`src/rtl/q_update_core.sv`:
```
// Four-stage Q-learning update: Q_new = Q + ALPHA*(R + GAMMA*max_q - Q) in signed
// fixed point, saturated to DATA_WIDTH, with a global-stall valid/ready pipeline.
module q_update_core #(
  parameter int                    DATA_WIDTH = 32,
  parameter int                    FRAC_BITS  = 16,
  parameter int                    ADDR_WIDTH = 10,
  parameter logic [DATA_WIDTH-1:0] ALPHA      = 32'h0000_1999,
  parameter logic [DATA_WIDTH-1:0] GAMMA      = 32'h0000_E666
) (
  input  logic                  clk,
  input  logic                  rst,
  input  logic                  en,
  input  logic                  in_valid,
  output logic                  in_ready,
  input  logic [DATA_WIDTH-1:0] in_reward,
  input  logic [DATA_WIDTH-1:0] in_max_q,
  input  logic [DATA_WIDTH-1:0] in_q_old,
  input  logic [ADDR_WIDTH-1:0] in_idx,
  output logic                  out_valid,
  input  logic                  out_ready,
  output logic [DATA_WIDTH-1:0] out_q_new,
  output logic [ADDR_WIDTH-1:0] out_idx,
  output logic                  out_sat,
  output logic [31:0]           update_count
);

  localparam int W  = DATA_WIDTH;
  localparam int TW = DATA_WIDTH + 2;
  localparam int SW = DATA_WIDTH + 3;

  // Clamp a widened sum to W bits; MSB of the result is the saturation flag.
  function automatic logic [W:0] sat_fn(input logic [SW-1:0] s);
    logic [W:0] res;
    if ((&s[SW-1:W-1]) || ~(|s[SW-1:W-1])) begin
      res = {1'b0, s[W-1:0]};
    end else if (s[SW-1]) begin
      res = {1'b1, 1'b1, {(W-1){1'b0}}};
    end else begin
      res = {1'b1, 1'b0, {(W-1){1'b1}}};
    end
    return res;
  endfunction

  logic                  adv_s;
  logic                  v1_r, v2_r, v3_r;
  logic [W-1:0]          g1_r, r1_r, q1_r, q2_r, q3_r;
  logic [ADDR_WIDTH-1:0] idx1_r, idx2_r, idx3_r;
  logic [TW-1:0]         td2_r, d3_r;
  logic                  out_valid_r, out_sat_r;
  logic [W-1:0]          out_q_new_r;
  logic [ADDR_WIDTH-1:0] out_idx_r;
  logic [31:0]           update_count_r;

  logic signed [2*W-1:0]  g_prod_s;
  logic [W-1:0]           g_s;
  logic [TW-1:0]          td_s;
  logic signed [2*TW-1:0] d_prod_s;
  logic [TW-1:0]          d_s;
  logic [SW-1:0]          s_sum_s;
  logic [W:0]             sat_res_s;

  assign adv_s    = en && (!out_valid_r || out_ready);
  assign in_ready = adv_s && !rst;

  // Datapath arithmetic feeding each pipeline register.
  always_comb begin
    g_prod_s  = $signed({{W{GAMMA[W-1]}}, GAMMA}) * $signed({{W{in_max_q[W-1]}}, in_max_q});
    g_s       = W'(g_prod_s >>> FRAC_BITS);
    td_s      = {{2{r1_r[W-1]}}, r1_r} + {{2{g1_r[W-1]}}, g1_r} - {{2{q1_r[W-1]}}, q1_r};
    d_prod_s  = $signed({{(TW+2){ALPHA[W-1]}}, ALPHA}) * $signed({{TW{td2_r[TW-1]}}, td2_r});
    d_s       = TW'(d_prod_s >>> FRAC_BITS);
    s_sum_s   = {{3{q3_r[W-1]}}, q3_r} + {d3_r[TW-1], d3_r};
    sat_res_s = sat_fn(s_sum_s);
  end

  // Pipeline stages; all advance together on adv_s, reset flushes everything.
  always_ff @(posedge clk) begin
    if (rst) begin
      v1_r        <= 1'b0;
      v2_r        <= 1'b0;
      v3_r        <= 1'b0;
      g1_r        <= '0;
      r1_r        <= '0;
      q1_r        <= '0;
      idx1_r      <= '0;
      td2_r       <= '0;
      q2_r        <= '0;
      idx2_r      <= '0;
      d3_r        <= '0;
      q3_r        <= '0;
      idx3_r      <= '0;
      out_valid_r <= 1'b0;
      out_q_new_r <= '0;
      out_idx_r   <= '0;
      out_sat_r   <= 1'b0;
    end else if (adv_s) begin
      v1_r        <= in_valid;
      g1_r        <= g_s;
      r1_r        <= in_reward;
      q1_r        <= in_q_old;
      idx1_r      <= in_idx;
      v2_r        <= v1_r;
      td2_r       <= td_s;
      q2_r        <= q1_r;
      idx2_r      <= idx1_r;
      v3_r        <= v2_r;
      d3_r        <= d_s;
      q3_r        <= q2_r;
      idx3_r      <= idx2_r;
      out_valid_r <= v3_r;
      out_q_new_r <= sat_res_s[W-1:0];
      out_sat_r   <= sat_res_s[W];
      out_idx_r   <= idx3_r;
    end
  end

  // Count results consumed downstream.
  always_ff @(posedge clk) begin
    if (rst) begin
      update_count_r <= 32'd0;
    end else if (en && out_valid_r && out_ready) begin
      update_count_r <= update_count_r + 32'd1;
    end
  end

  assign out_valid    = out_valid_r;
  assign out_q_new    = out_q_new_r;
  assign out_idx      = out_idx_r;
  assign out_sat      = out_sat_r;
  assign update_count = update_count_r;

endmodule

```
`config.mk`:
```
export PLATFORM = sky130hd
export DESIGN_NAME = q_update_core
export DESIGN_NICKNAME = d
export VERILOG_FILES = /design/src/rtl/q_update_core.sv
export SDC_FILE = /design/constraint.sdc
export NUM_CORES = 2
export LEC_CHECK = 0
export CORE_UTILIZATION = 50
export DETAILED_ROUTE_END_ITERATION = 10
export PLACE_DENSITY = 0.79
export SYNTH_ARGS = -nofsm -noshare
export SYNTH_HDL_FRONTEND = slang
export SYNTH_SLANG_ARGS = --single-unit
```
`constraint.sdc`:
```
create_clock -name clk -period 7.1 [get_ports clk]
set_input_delay 1.42 -clock clk [delete_from_list [all_inputs] [get_ports clk]]
set_output_delay 1.42 -clock clk [all_outputs]
set_load 0.01 [all_outputs]
```
==> impl_results.md <==
- Run status: finished clean
- Most common cell after layout, fill and taps aside: inv_1
- CP max-delay cell: fa_1
- Cell Chain, Critical Path: clkdlybuf4s50_1 > ha_1 > inv_1 > fa_1 > inv_1 > fa_1 > fa_1 > fa_1 > inv_1 > fa_1 > inv_1 > ha_1 > nand3_1 > or3_1 > o211ai_2 > nand2_1 > a31oi_2 > a21oi_1 > o31a_1 > xor2_1 > o21ai_1
- Data arrival time of the critical path: 7.22 ns
- YS warnings: 0
- H-tree depth: 2
- Routed WL: 83400 um
- Drt first-iter violations: approximately 1600
- Synth Area per Inst: 8.39 um2
- Flop2flop setup slack: 0.77 ns
- Cts bufs inserted: 37
- Most frequent cells in the layout: inv_1 (940), nand2_1 (566), ha_1 (404)
- Root Buffer: clkbuf_16
- Routability cong.: 0.981
- CP most frequent cell: fa_1
- DRT Pass-1 Iters: 5
- Netlist Area Pre-Place: 34100 um2
- Clock Tree Buf Depth: 3
- Worst Setup End Kind: flip-flop
- Die area: a little under 70000 um2
- DIE HEIGHT: approximately 260 um
- Maximum capacitance violations: 0
- Final hold vios: 0
- Placed instance count: 5124
- Input/output buffers: 187
- Nets: 5204
- Max Fanout on Critical Path: 5
- Final setup viols: 0
- Clock sink count: 335
- Number of vias per cell: 5.19
- Clk Latency, worst-skew pair: roughly 0.57 ns
- First-pass GRT wire length: 137000 um
- Mean routed wirelength per cell: 16.1 um
- FP Rows: 95
- Post-Syn Instances: 4066
- Largest stage delay on the critical path: 0.52 ns
- WS Path Type: in2reg
- Storage cell area: around 6700 um2
- Yosys cell types: 89
- EDFF count, synth: 0
- Fin crit share: 0.958
- CTS tree: yes
- Post-route design area: 39000 um2
- Skew final: 0.0247 ns
- Gr ovfl total: 0
- Area grow syn2layout: 14.2%
- Top-Level Pins: 188
- Die Width: 263 um
- Post-cts sizing count: 0
- Total track usage: 0.243
- Seq/Total Area, Yosys: 0.197
- Register bit total from synthesis: ~340
- Worst path buffer plus inverter count: 5
- Core area: 67400 um2
- Initial Utilization: 0.506
- Initial antenna violation count: 1
- Antenna Nets Post-Route: 0
- Layout cell share with drive strength beyond 1: 0.0547
- CP startpoint kind: primary input
- Required time worst endpoint: 7.52 ns
- Post-Layout Cell Count: 5190
- RSZ-0062 raised after global routing: no
- Post-DP HPWL: 68000 um
- Slew Limit Headroom: 0.295
- Final Critical Period: 6.80 ns
- Fmax: 147 MHz
- Min-delay worst type: reg2reg
- Area of the multi-input gates: 23400 um2
- Top FF cell, synth: dfxtp_1
- # Post-CTS Setup Buffers: 0
- Vias in the first global route: 27300
- Slew @ Worst Pin: around 1.1 ns
- Clk slew on worst S/H paths: 0.06 ns
- Detailed-route via count: 27000
- Largest net degree at the start of global routing: 234
- Post-placement cell area: ~38000 um2
- Ys async rst share: 0
- Fin. max-slew vios: 0
- CTS Hold Bufs: 0
- Fill count: ~5800
- CP top delay family: adder cells
- Mapped Nets: 4980
- # DRC: 0
-- metrics by stage --
step	setup WS (ns)	utilization	setup TNS, ns	hold WS [ns]
floorplan	0.451	-	0	0.425
detailed placement	-0.248	0.558	-2.85	0.444
finish	0.298	0.578	0	0.430
global placement	-0.136	0.558	-0.683	0.437
global route	0.0488	0.578	0	0.454
CTS	0.337	0.578	0	0.425
-- state kept, by name, summed over array words and instances, names as in the netlist, 10 cells and up --
signal        count
r1_r             32
q1_r             32
out_idx          10
idx1_r           10
idx2_r           10
out_q_new        32
idx3_r           10
d3_r             32
q3_r             32
update_count     32
g1_r             32
td2_r            34
q2_r             32
-- final timing paths --
path,start,endpoint,cells after the start
setup / recovery,in_max_q[12],g1_r[28]$_SDFFE_PP0P_,21
hold / removal,idx2_r[0]$_SDFFE_PP0P_,idx3_r[0]$_SDFFE_PP0P_,2
setup reg to reg,td2_r[4]$_SDFFE_PP0P_,d3_r[23]$_SDFFE_PP0P_,23
hold reg to reg,idx2_r[0]$_SDFFE_PP0P_,idx3_r[0]$_SDFFE_PP0P_,2
-- tightest hold or removal path: stages (launching register included) --
cell	delay, ns
dfxtp_1	0.31
nand2_1	0.05
a21oi_1	0.05
-- per-layer routing --
metal  GRT usage  vias to the layer above  wire, um
met5           0                        -         0
met4      0.0718                        0      2460
met3      0.0490                      133      5300
met2       0.404                      651     38800
met1       0.319                    12900     36900
li1            -                    13300         -
-- layout make-up --
cell class | instances | area share
flip-flops and latches | 335 | 0.172
clock inverters | 21 | 0.00951
multi-input cells | 2657 | 0.600
inverters | 942 | 0.0908
clock buffers | 44 | 0.0255
diodes | 1 | 0.0000642
repair buffers | 317 | 0.0738
well taps | 873 | 0.0280
-- logic make-up after synthesis --
logic type,after synthesis,share of synthesized area
compound gates,782,0.138
fa+ha+maj,832,0.391
xor+xnor,175,0.0455
buf+inv,1074,0.119
mux,5,0.00147
flops,335,0.197
simple gates,863,0.109
-- Yosys cell counts (all sizes together) (8+ instances only) --
cell | n | area share
and3 | 27 | 0.0050
o21ai | 147 | 0.022
nor2 | 102 | 0.011
and2 | 9 | 0.0017
o21a | 10 | 0.0022
a21oi | 394 | 0.059
maj3 | 29 | 0.0085
ha | 404 | 0.15
nand2b | 16 | 0.0029
nand3 | 43 | 0.0065
a211oi | 21 | 0.0054
a31oi | 25 | 0.0051
nand4 | 16 | 0.0031
buf | 10 | 0.0020
a31o | 8 | 0.0023
nand2 | 566 | 0.062
dfxtp | 335 | 0.20
nor2b | 22 | 0.0040
nor3 | 22 | 0.0032
fa | 399 | 0.23
clkbuf | 122 | 0.013
inv | 940 | 0.10
o21bai | 10 | 0.0022
xnor2 | 95 | 0.025
or3 | 10 | 0.0018
o211ai | 13 | 0.0032
a21o | 85 | 0.019
xor2 | 80 | 0.021
Power is not shown: default switching activity piles up to over one toggle a cycle in this logic, so the estimate is an artifact.
